File: src/rtl/mc_pkg.sv
// Shared encodings for the multicycle datapath: operand/PC selects, ALUOp,
// funct codes and the internal ALU-function enumeration with its decoder.
package mc_pkg;

  localparam int XLEN  = 32;
  localparam int NREGS = 32;

  localparam logic [1:0] SRCB_B      = 2'b00;
  localparam logic [1:0] SRCB_FOUR   = 2'b01;
  localparam logic [1:0] SRCB_IMM    = 2'b10;
  localparam logic [1:0] SRCB_IMM_SH = 2'b11;

  localparam logic [1:0] PCSRC_ALU    = 2'b00;
  localparam logic [1:0] PCSRC_ALUOUT = 2'b01;
  localparam logic [1:0] PCSRC_JUMP   = 2'b10;
  localparam logic [1:0] PCSRC_HOLD   = 2'b11;

  localparam logic [1:0] ALUOP_ADD     = 2'b00;
  localparam logic [1:0] ALUOP_SUB     = 2'b01;
  localparam logic [1:0] ALUOP_FUNCT   = 2'b10;
  localparam logic [1:0] ALUOP_ADD_ALT = 2'b11;

  localparam logic [5:0] FUNCT_ADD = 6'b100000;
  localparam logic [5:0] FUNCT_SUB = 6'b100010;
  localparam logic [5:0] FUNCT_AND = 6'b100100;
  localparam logic [5:0] FUNCT_OR  = 6'b100101;
  localparam logic [5:0] FUNCT_SLT = 6'b101010;

  typedef enum logic [2:0] {
    ALU_ADD,
    ALU_SUB,
    ALU_AND,
    ALU_OR,
    ALU_SLT
  } alu_fn_e;

  function automatic alu_fn_e alu_decode(input logic [1:0] alu_op, input logic [5:0] funct);
    alu_fn_e fn;
    fn = ALU_ADD;
    case (alu_op)
      ALUOP_ADD, ALUOP_ADD_ALT: fn = ALU_ADD;
      ALUOP_SUB:                fn = ALU_SUB;
      ALUOP_FUNCT: begin
        case (funct)
          FUNCT_ADD: fn = ALU_ADD;
          FUNCT_SUB: fn = ALU_SUB;
          FUNCT_AND: fn = ALU_AND;
          FUNCT_OR:  fn = ALU_OR;
          FUNCT_SLT: fn = ALU_SLT;
          default:   fn = ALU_ADD;
        endcase
      end
      default: fn = ALU_ADD;
    endcase
    return fn;
  endfunction

endpackage

File: src/rtl/mc_datapath_if.sv
// Control and memory bus between the control FSM / memory (master side)
// and the multicycle datapath (slave side).
interface mc_datapath_if;
  import mc_pkg::*;

  logic            PCWriteCond;
  logic            PCWrite;
  logic            IorD;
  logic            MemRead;
  logic            MemWrite;
  logic            MemtoReg;
  logic            IRWrite;
  logic            RegDst;
  logic            RegWrite;
  logic            ALUSrcA;
  logic [1:0]      ALUSrcB;
  logic [1:0]      ALUOp;
  logic [1:0]      PCSource;

  logic [5:0]      opcode;
  logic [XLEN-1:0] mem_addr;
  logic [XLEN-1:0] mem_wdata;
  logic [XLEN-1:0] mem_rdata;
  logic            mem_read;
  logic            mem_write;
  logic [XLEN-1:0] pc_dbg;

  modport master (
    output PCWriteCond, PCWrite, IorD, MemRead, MemWrite, MemtoReg, IRWrite,
           RegDst, RegWrite, ALUSrcA, ALUSrcB, ALUOp, PCSource, mem_rdata,
    input  opcode, mem_addr, mem_wdata, mem_read, mem_write, pc_dbg
  );

  modport slave (
    input  PCWriteCond, PCWrite, IorD, MemRead, MemWrite, MemtoReg, IRWrite,
           RegDst, RegWrite, ALUSrcA, ALUSrcB, ALUOp, PCSource, mem_rdata,
    output opcode, mem_addr, mem_wdata, mem_read, mem_write, pc_dbg
  );
endinterface

File: src/rtl/mc_regfile.sv
// 32x32 register file: two combinational read ports, one clocked write port,
// register 0 hardwired to zero.
module mc_regfile
  import mc_pkg::*;
(
  input  logic            clk,
  input  logic            rst_n,
  input  logic [4:0]      ra1,
  input  logic [4:0]      ra2,
  input  logic            we,
  input  logic [4:0]      wa,
  input  logic [XLEN-1:0] wd,
  output logic [XLEN-1:0] rd1,
  output logic [XLEN-1:0] rd2
);

  logic [XLEN-1:0] regs [NREGS];

  // NOTE: the array is cleared by the async reset because every register must
  // read 0 after reset; this forces flops rather than a RAM macro.
  always_ff @(posedge clk or negedge rst_n) begin
    if (!rst_n) begin
      for (int i = 0; i < NREGS; i++) regs[i] <= '0;
    end else if (we && (wa != 5'd0)) begin
      regs[wa] <= wd;
    end
  end

  // Reads see the pre-edge contents, so a same-cycle write is visible next cycle.
  assign rd1 = (ra1 == 5'd0) ? '0 : regs[ra1];
  assign rd2 = (ra2 == 5'd0) ? '0 : regs[ra2];

endmodule

File: src/rtl/mc_datapath.sv
// Multicycle MIPS-style datapath: PC/IR/MDR/A/B/ALUOut, inline ALU and muxes,
// register file sub-module; sequenced entirely by the external control FSM.
module mc_datapath
  import mc_pkg::*;
(
  input  logic         clk,
  input  logic         rst_n,
  mc_datapath_if.slave bus
);

  logic [XLEN-1:0] pc, ir, mdr, a, b, alu_out;
  logic [XLEN-1:0] rd1, rd2;
  logic [XLEN-1:0] alu_a, alu_b, alu_result, imm_ext, pc_next, wr_data;
  logic [4:0]      wr_addr;
  logic            zero, pc_en;
  alu_fn_e         alu_fn;

  mc_regfile u_regfile (
    .clk   (clk),
    .rst_n (rst_n),
    .ra1   (ir[25:21]),
    .ra2   (ir[20:16]),
    .we    (bus.RegWrite),
    .wa    (wr_addr),
    .wd    (wr_data),
    .rd1   (rd1),
    .rd2   (rd2)
  );

  assign wr_addr = bus.RegDst   ? ir[15:11] : ir[20:16];
  assign wr_data = bus.MemtoReg ? mdr       : alu_out;
  assign imm_ext = {{16{ir[15]}}, ir[15:0]};
  assign alu_a   = bus.ALUSrcA  ? a         : pc;
  assign alu_fn  = alu_decode(bus.ALUOp, ir[5:0]);

  // NOTE: every signal assigned here gets a default first so no path through
  // the case statements can leave it unassigned and infer a latch.
  always_comb begin
    alu_b      = b;
    alu_result = '0;
    pc_next    = pc;

    case (bus.ALUSrcB)
      SRCB_B:      alu_b = b;
      SRCB_FOUR:   alu_b = 32'd4;
      SRCB_IMM:    alu_b = imm_ext;
      SRCB_IMM_SH: alu_b = {imm_ext[29:0], 2'b00};
      default:     alu_b = b;
    endcase

    case (alu_fn)
      ALU_ADD: alu_result = alu_a + alu_b;
      ALU_SUB: alu_result = alu_a - alu_b;
      ALU_AND: alu_result = alu_a & alu_b;
      ALU_OR:  alu_result = alu_a | alu_b;
      ALU_SLT: alu_result = {31'd0, $signed(alu_a) < $signed(alu_b)};
      default: alu_result = alu_a + alu_b;
    endcase

    case (bus.PCSource)
      PCSRC_ALU:    pc_next = alu_result;
      PCSRC_ALUOUT: pc_next = alu_out;
      PCSRC_JUMP:   pc_next = {pc[31:28], ir[25:0], 2'b00};
      PCSRC_HOLD:   pc_next = pc;
      default:      pc_next = pc;
    endcase
  end

  assign zero  = (alu_result == '0);
  assign pc_en = bus.PCWrite | (bus.PCWriteCond & zero);

  // NOTE: state registers use non-blocking assignments so every register
  // samples the pre-edge values of the others, as the hardware does.
  always_ff @(posedge clk or negedge rst_n) begin
    if (!rst_n) begin
      pc      <= '0;
      ir      <= '0;
      mdr     <= '0;
      a       <= '0;
      b       <= '0;
      alu_out <= '0;
    end else begin
      if (bus.IRWrite) ir <= bus.mem_rdata;
      if (pc_en)       pc <= pc_next;
      mdr     <= bus.mem_rdata;
      a       <= rd1;
      b       <= rd2;
      alu_out <= alu_result;
    end
  end

  assign bus.opcode    = ir[31:26];
  assign bus.mem_addr  = bus.IorD ? alu_out : pc;
  assign bus.mem_wdata = b;
  assign bus.mem_read  = bus.MemRead;
  assign bus.mem_write = bus.MemWrite;
  assign bus.pc_dbg    = pc;

endmodule
File: src/flat_wrapper.sv
// flat-port wrapper written by rule: the top's interface ports become plain ports
module mc_datapath_flat import mc_pkg::*;
  (clk, rst_n, bus_PCWriteCond, bus_PCWrite, bus_IorD, bus_MemRead, bus_MemWrite, bus_MemtoReg, bus_IRWrite, bus_RegDst, bus_RegWrite, bus_ALUSrcA, bus_ALUSrcB, bus_ALUOp, bus_PCSource, bus_mem_rdata, bus_opcode, bus_mem_addr, bus_mem_wdata, bus_mem_read, bus_mem_write, bus_pc_dbg);
  mc_datapath_if bus_i ();
  input  logic clk;
  input  logic rst_n;
  input wire logic [$bits(bus_i.PCWriteCond)-1:0] bus_PCWriteCond;
  input wire logic [$bits(bus_i.PCWrite)-1:0] bus_PCWrite;
  input wire logic [$bits(bus_i.IorD)-1:0] bus_IorD;
  input wire logic [$bits(bus_i.MemRead)-1:0] bus_MemRead;
  input wire logic [$bits(bus_i.MemWrite)-1:0] bus_MemWrite;
  input wire logic [$bits(bus_i.MemtoReg)-1:0] bus_MemtoReg;
  input wire logic [$bits(bus_i.IRWrite)-1:0] bus_IRWrite;
  input wire logic [$bits(bus_i.RegDst)-1:0] bus_RegDst;
  input wire logic [$bits(bus_i.RegWrite)-1:0] bus_RegWrite;
  input wire logic [$bits(bus_i.ALUSrcA)-1:0] bus_ALUSrcA;
  input wire logic [$bits(bus_i.ALUSrcB)-1:0] bus_ALUSrcB;
  input wire logic [$bits(bus_i.ALUOp)-1:0] bus_ALUOp;
  input wire logic [$bits(bus_i.PCSource)-1:0] bus_PCSource;
  input wire logic [$bits(bus_i.mem_rdata)-1:0] bus_mem_rdata;
  output wire logic [$bits(bus_i.opcode)-1:0] bus_opcode;
  output wire logic [$bits(bus_i.mem_addr)-1:0] bus_mem_addr;
  output wire logic [$bits(bus_i.mem_wdata)-1:0] bus_mem_wdata;
  output wire logic [$bits(bus_i.mem_read)-1:0] bus_mem_read;
  output wire logic [$bits(bus_i.mem_write)-1:0] bus_mem_write;
  output wire logic [$bits(bus_i.pc_dbg)-1:0] bus_pc_dbg;
  assign bus_i.PCWriteCond = bus_PCWriteCond;
  assign bus_i.PCWrite = bus_PCWrite;
  assign bus_i.IorD = bus_IorD;
  assign bus_i.MemRead = bus_MemRead;
  assign bus_i.MemWrite = bus_MemWrite;
  assign bus_i.MemtoReg = bus_MemtoReg;
  assign bus_i.IRWrite = bus_IRWrite;
  assign bus_i.RegDst = bus_RegDst;
  assign bus_i.RegWrite = bus_RegWrite;
  assign bus_i.ALUSrcA = bus_ALUSrcA;
  assign bus_i.ALUSrcB = bus_ALUSrcB;
  assign bus_i.ALUOp = bus_ALUOp;
  assign bus_i.PCSource = bus_PCSource;
  assign bus_i.mem_rdata = bus_mem_rdata;
  assign bus_opcode = bus_i.opcode;
  assign bus_mem_addr = bus_i.mem_addr;
  assign bus_mem_wdata = bus_i.mem_wdata;
  assign bus_mem_read = bus_i.mem_read;
  assign bus_mem_write = bus_i.mem_write;
  assign bus_pc_dbg = bus_i.pc_dbg;
  mc_datapath u_core (.clk(clk), .rst_n(rst_n), .bus(bus_i));
endmodule
File: config.mk
export PLATFORM = sky130hd
export DESIGN_NAME = mc_datapath_flat
export DESIGN_NICKNAME = d
export VERILOG_FILES = /design/src/rtl/mc_pkg.sv /design/src/rtl/mc_datapath_if.sv /design/src/rtl/mc_regfile.sv /design/src/rtl/mc_datapath.sv /design/src/flat_wrapper.sv
export SDC_FILE = /design/constraint.sdc
export NUM_CORES = 2
export LEC_CHECK = 0
export ABC_AREA = 1
export CORE_MARGIN = 3
export CORE_UTILIZATION = 35
export DETAILED_ROUTE_END_ITERATION = 12
export PLACE_DENSITY = 0.56
export SYNTH_ARGS = -nofsm -noshare
export SYNTH_HDL_FRONTEND = slang
export SYNTH_SLANG_ARGS = --single-unit
File: constraint.sdc
create_clock -name clk -period 3.1 [get_ports clk]
set_input_delay 0.62 -clock clk [delete_from_list [all_inputs] [get_ports clk]]
set_output_delay 0.62 -clock clk [all_outputs]
set_load 0.005 [all_outputs]
After elaboration in Yosys (flattened, before gate mapping)
Cells that the tools add are included.
{"block": "totals", "in_bits": 50, "word_cells": 104, "register_bits": 1216, "output_inout_bits": 104}
{"block": "classes", "eq_ne": 17, "n_bitwise": 9, "reduce_logical": 12, "n_lt_le_gt_ge": 5, "mux": 20, "addsub": 2}
{"cell": "1024-bit bitwise mux", "n": 1}
{"cell": "32-bit binary-select mux with 5-bit select", "n": 2}
{"cell": "32-bit two-way mux", "n": 10}
{"cell": "32-bit case mux with 4 select lines", "n": 2}
{"cell": "32-bit demux with 5-bit select", "n": 1}
{"cell": "32-bit case mux with 3 select lines", "n": 1}
{"cell": "32-bit adder", "n": 1}
{"cell": "32-bit AND", "n": 1}
{"cell": "32-bit zero test", "n": 1}
{"cell": "32-bit less-than comparator", "n": 1}
{"cell": "32-bit OR", "n": 1}
{"cell": "32-bit subtractor", "n": 1}
{"cell": "6-bit equality test, second input constant", "n": 4}
{"cell": "6-bit greater-or-equal comparator, second input constant", "n": 3}
{"cell": "5-bit inverter with 6-bit output", "n": 3}
{"cell": "2-bit equality test, second input constant", "n": 6}
{"cell": "3-bit case mux with 4 select lines", "n": 1}
{"cell": "5-bit zero test", "n": 2}
{"cell": "3-bit case mux with 3 select lines", "n": 1}
{"cell": "2-bit by 1-bit equality test with 1-bit output, second input constant", "n": 3}
{"cell": "3-bit by 2-bit equality test with 1-bit output, second input constant", "n": 2}
{"cell": "2-bit zero test", "n": 3}
{"cell": "6-bit by 1-bit less-than comparator with 1-bit output, second input constant", "n": 1}
{"cell": "5-bit two-way mux", "n": 1}
{"cell": "other kinds (10)", "n": 12}

Longest topological paths before layout
{"block": "logic_depth", "word_depth": 9, "ltp_mapped": 33, "depth_no_buf": 29}

Modules after synthesis
From an unflattened synthesis, not the netlist that was laid out.
{"block": "unflattened", "cells_unflattened": 10586, "hier_area_um2": 72866.1}
{"mod": "mc_regfile", "seq_area_each_um2": 25624.6, "cells_each": 8392, "instances": 1, "area_each_um2": 58248.4}
{"mod": "mc_datapath", "seq_area_each_um2": 4804.6, "cells_each": 2194, "instances": 1, "area_each_um2": 14617.8}

Worst setup path after synthesis
OpenSTA, ideal clock, no wires.
{"block": "synth_timing", "path_kind": "input to register", "from": "input port bus_ALUSrcB[1]", "to": "register u_core.pc[24], in the netlist u_core.bus.pc_dbg[24]", "cell_stages": 25, "path_buffers": 3, "setup_time_ns": 0.117, "required_ns": 2.983, "t_arrival_ns": 3.929, "path_slack_ns": -0.946, "cell_sequence": "clkbuf_1 nor2_1 clkbuf_1 a22oi_1 inv_1 ha_1 inv_1 fa_1 o21ai_1 nand2_1 nand2_1 nand2_1 nand2_1 nand3_1 nand3_1 nand3_1 nand2_1 nand2_1 nor2_1 nand2_1 o21bai_4 nand2_4 buf_6 nand2_1 nand2_1"}
{"block": "synth_via", "elab_chain_cells": 8, "elab_cells_between_ends": 16, "cone_classes": "2 x add/sub; 1 x order compare; 3 x eq/ne; 3 x mux; 4 x bitwise; 3 x reduce/logical"}
{"element": "start: declaration", "line_no": "flat_wrapper.sv:17", "source": "input wire logic [$bits(bus_i.ALUSrcB)-1:0] bus_ALUSrcB;"}
{"element": "2-bit equality test, or another cell as far along", "line_no": "mc_datapath.sv:43", "source": "case (bus.ALUSrcB)"}
{"element": "32-bit case mux with 4 select lines (*)", "line_no": "mc_datapath.sv:43"}
{"element": "32-bit adder, or another cell as far along", "line_no": "mc_datapath.sv:52, mc_datapath.sv:57"}
{"element": "32-bit case mux with 4 select lines (*)", "line_no": "mc_datapath.sv:51", "source": "case (alu_fn)"}
{"element": "32-bit zero test", "line_no": "mc_datapath.sv:69", "source": "assign zero = (alu_result == '0);"}
{"element": "1-bit AND", "line_no": "mc_datapath.sv:70", "source": "assign pc_en = bus.PCWrite | (bus.PCWriteCond & zero);"}
{"element": "1-bit OR", "line_no": "mc_datapath.sv:70"}
{"element": "2-bit AND reduction (no line)"}
{"element": "end signal: assignment", "line_no": "mc_datapath.sv:84", "source": "if (pc_en) pc <= pc_next;"}
{"element": "end: declaration", "line_no": "mc_datapath.sv:11", "source": "logic [XLEN-1:0] pc, ir, mdr, a, b, alu_out;"}
Mark *: on every way between the ends. The rest lies on a longest branch, timed or not.
A chain may end at the register's enable or synchronous reset.

Worst setup path in the final report
{"block": "layout_timing", "from": "register u_core.ir[15]", "to": "register u_core.pc[14], in the netlist u_core.bus.pc_dbg[14]"}
{"block": "layout_via", "elab_chain_cells": 7, "elab_cells_between_ends": 11, "cone_classes": "2 x add/sub; 1 x order compare; 2 x mux; 4 x bitwise; 2 x reduce/logical"}
{"element": "start: declaration", "line_no": "mc_datapath.sv:11"}
{"element": "start signal: assignment", "line_no": "mc_datapath.sv:83", "source": "if (bus.IRWrite) ir <= bus.mem_rdata;"}
{"element": "32-bit case mux with 4 select lines (*)", "line_no": "mc_datapath.sv:43"}
{"element": "32-bit adder, or another cell as far along", "line_no": "mc_datapath.sv:52, mc_datapath.sv:57"}
{"element": "32-bit case mux with 4 select lines (*)", "line_no": "mc_datapath.sv:51"}
{"element": "32-bit zero test (*)", "line_no": "mc_datapath.sv:69"}
{"element": "1-bit AND (*)", "line_no": "mc_datapath.sv:70"}
{"element": "1-bit OR (*)", "line_no": "mc_datapath.sv:70"}
{"element": "2-bit AND reduction (no line) (*)"}
Marked as above.

==> impl_metrics.ini <==
[worst_setup_path]
cp_slowest_stage_delay_ns = 0.44
cp-start-kind = register
crit_path_end_kind = register
cp_cell_sequence = nand2_4 -> clkinvlp_4 -> buf_12 -> buf_12 -> a21oi_4 -> inv_2 -> ha_4 -> buf_6 -> clkinvlp_4 -> nor3_4 -> nand2_4 -> nand3b_1 -> a21oi_2 -> nor2_2 -> nor2_4 -> nand2_2 -> nor2_2 -> nand2_2 -> o21bai_4 -> buf_6 -> nand2_8 -> clkbuf_16 -> nand2_2 -> nand2_1
crit_type = register to register
rrSetupSlack_ns = -0.72
rr_startpoint = u_core.ir[15]
ff2ff_path_depth = 24
cp_top_family = simple AND/OR/NAND/NOR gates
worstPathArrival_ns = 4.52
critical_path_required_ns = 3.80
cp_common_cell = nand2_2
cp_num_buf_inv = 8
crit_path_top_delay_cell = dfrtp_2
path_max_fanout = 7
r2r_end = u_core.bus.pc_dbg[14]

[sta]
drv_slew = 0
final.setup.tns_ns = -21.63
skew_ns = 0.0361
hold_violations = 0
fin_crit_sh = 1.23
rsz0062_at_grt = true
slew_headroom = 0.280
worstMarginPinSlew_ns = 1.07
fmax_mhz = 262
fin_ws_ns = -0.721
setup_violations = 32
period_minus_slack_ns = 3.82

[synth]
yosys_warnings = 0
syn-cell-area_sq_um = 68700
synth_cell_type_count = 45
syn_inst = 9524
syn-mean-instance-area_sq_um = 7.22
synth_fp_nets = 9677
ys_seq_elements = 1216
ys_seq_area_frac = 0.443

[detailed_routing]
vias_per_cell = 5.75
drt_iter0_markers = 9743
route.detailed.drc = 0
drtAntennaViolNets = 0
wl_um = 330000
routedWlPerCell_um = 25.6
vias = 74100
drt-pass1-iter-count = 8

[global_routing]
antenna_found_initial = 15
first_global_vias = 70200
grt_max_degree = 124
grt_pass1_wl_um = 480000
grtUsageTotal = 0.316
overflow = 0

[pwr]
fin_total_pwr_mw = 71.9
powerDensity_nw_per_um2 = 811
ir_worst_vdd_mv = 0.556
leakagePower_nw = 39.7

[status]
violations = setup timing
status = finished, violations left

[placement]
dp_hpwl_um = 220000
port_buffers = 149
pre_cts_slack_ns = -2.44
dp.cells = 12500
place_congestion = 0.967

[clock_network]
cts_made_buffers = 143
htree_levels = 4
cts.path.max_buffers = 3
clk_latency_ns = 0.83
path_clk_slew_ns = 0.06
cts_root_buf = clkbuf_16
clock_sinks = 1216
cts_tree = done

[final_layout]
final_util = 0.455
final_cells = 12900
nets = 10300
drive_above_1_share = 0.182
area_delta_synth_final_pct = 29.1

[worst_hold_path]
min_path_cells = 1
hp-start = bus_mem_rdata[24]
min_delay_worst_endpoint = u_core.mdr[24]
hp-class = primary input to register

[floorplanning]
rows = 162
ios = 154
core-area_sq_um = 195000
dieArea_sq_um = 202000
die_h_um = 449
die_w_um = 449
start_util = 0.352

[run]
cap_viol_max_count = 0
==> worst max path at each step <==
| stage | start | to | depth (start not counted) |
|---|---|---|---|
| 6_report | u_core.ir[15] | u_core.bus.pc_dbg[14] | 24 |
| 5_1_grt | u_core.ir[15] | u_core.bus.pc_dbg[14] | 26 |
| 4_1_cts | u_core.ir[15] | u_core.bus.pc_dbg[0] | 29 |
| 3_5_place_dp | bus_ALUSrcB[1] | u_core.bus.pc_dbg[30] | 24 |
| 3_3_place_gp | bus_ALUSrcB[1] | u_core.bus.pc_dbg[30] | 24 |
| 2_1_floorplan | bus_ALUSrcB[1] | u_core.bus.pc_dbg[24] | 25 |
==> cells by family (layout without fill, tap and decap cells) <==
| kind of cell | after synthesis | count (layout) | synth area share |
|---|---|---|---|
| compound gates | 3450 | 3450 | 0.266 |
| simple gates | 3194 | 3194 | 0.184 |
| buf+inv | 1546 | 2269 | 0.0860 |
| flops | 1216 | 1216 | 0.443 |
| fa+ha+maj | 103 | 103 | 0.0190 |
| mux | 8 | 8 | 0.00131 |
| xor+xnor | 7 | 7 | 0.000892 |
| other cells | 0 | 8 | 0 |
==> sequential cells by signal (all words and copies together) (netlist names) <==
register / count
u_core.u_regfile.regs: 1024
u_core.a: 32
u_core.alu_out: 32
u_core.bus.mem_wdata: 32
u_core.bus.pc_dbg: 32
u_core.ir: 32
u_core.mdr: 32
==> final cells by class <==
| cell class | instances | area (sq um) |
|---|---|---|
| fill | 19400 | 106000 |
| antenna | 8 | 20.0 |
| clock buffer | 206 | 4220 |
| sequential | 1216 | 30500 |
| clock inverter | 52 | 678 |
| timing repair buffer | 1276 | 12500 |
| inverter | 735 | 2820 |
| multi-input combinational | 6762 | 34700 |
| tap | 2624 | 3280 |
==> per-layer routing <==
metal  part of all wire  vias to the layer above  track usage
met1               0.41                    35800        0.428
met4              0.055                        6        0.152
met3               0.10                      867       0.0648
met5            0.00012                        -            0
met2               0.44                     4267        0.481
li1                   -                    33100            -
==> placed cells by master, fill, tap and decap left out, drive strengths merged, types with 13 or more instances in the layout <==
master / Yosys / routed
ha: 101 / 101
nor3: 21 / 21
nand4: 38 / 38
inv: 716 / 723
o22ai: 224 / 224
nor2: 1297 / 1297
buf: 85 / 1128
nand3b: 13 / 13
clkinv: 19 / 43
dfrtp: 1216 / 1216
o211ai: 103 / 103
clkbuf: 726 / 210
a21oi: 796 / 796
nand2: 1493 / 1493
clkdlybuf4s50: 0 / 142
o221ai: 70 / 70
o21ai: 2166 / 2166
a31oi: 29 / 29
nand3: 321 / 321
==> repair_timing <==
action | 4_1_cts | 5_1_grt
pin swaps | 92 | 113
buffers inserted | 62 | 32
hold buffers | 1 | 0
endpoints found under the setup margin | 48 | 44
gates cloned | 2 | 3
hold endpoints to repair | 41 | 0
resized for setup | 339 | 217
==> power by group <==
group	total (mW)	leakage, nW	switching, mW	internal, mW
clock	17.8	2.40	7.35	10.4
combinational	27.7	22.3	16.4	11.3
sequential	26.5	15.0	4.48	22.0
==> through the flow <==
| step | hold slack, ns | area [sq um] |
|---|---|---|
| 2_1_floorplan | 0.324 | 69000 |
| 3_3_place_gp | 0.387 | 80900 |
| 3_5_place_dp | 0.390 | 80900 |
| 4_1_cts | 0.240 | 87700 |
| 5_1_grt | 0.259 | 88700 |
| 6_report | 0.278 | 88700 |
==> synth_stat cells, drive strengths merged <==
master | instances | share of area
xnor2 | 1 | 0.00013
a31oi | 29 | 0.0026
o211ai | 103 | 0.011
nand2 | 1493 | 0.082
o22ai | 224 | 0.020
nand3 | 321 | 0.023
a22oi | 11 | 0.0012
clkbuf | 726 | 0.040
mux2 | 8 | 0.0013
ha | 101 | 0.018
fa | 2 | 0.00058
a21oi | 796 | 0.058
xor2 | 6 | 0.00076
nand2b | 1 | 0.000091
nor3 | 21 | 0.0017
o21a | 6 | 0.00066
nor2 | 1297 | 0.071
a21boi | 1 | 0.00011
a221oi | 10 | 0.0013
o21bai | 11 | 0.0014
o21ai | 2166 | 0.16
a211oi | 3 | 0.00033
o311ai | 9 | 0.0011
o221ai | 70 | 0.0089
or2 | 4 | 0.00036
dfrtp | 1216 | 0.44
clkinv | 19 | 0.0010
buf | 85 | 0.0062
o32ai | 11 | 0.0014
nand4 | 38 | 0.0035
nand3b | 13 | 0.0014
inv | 716 | 0.039
nor4 | 6 | 0.00055
Power figures use the tool's default switching activity.
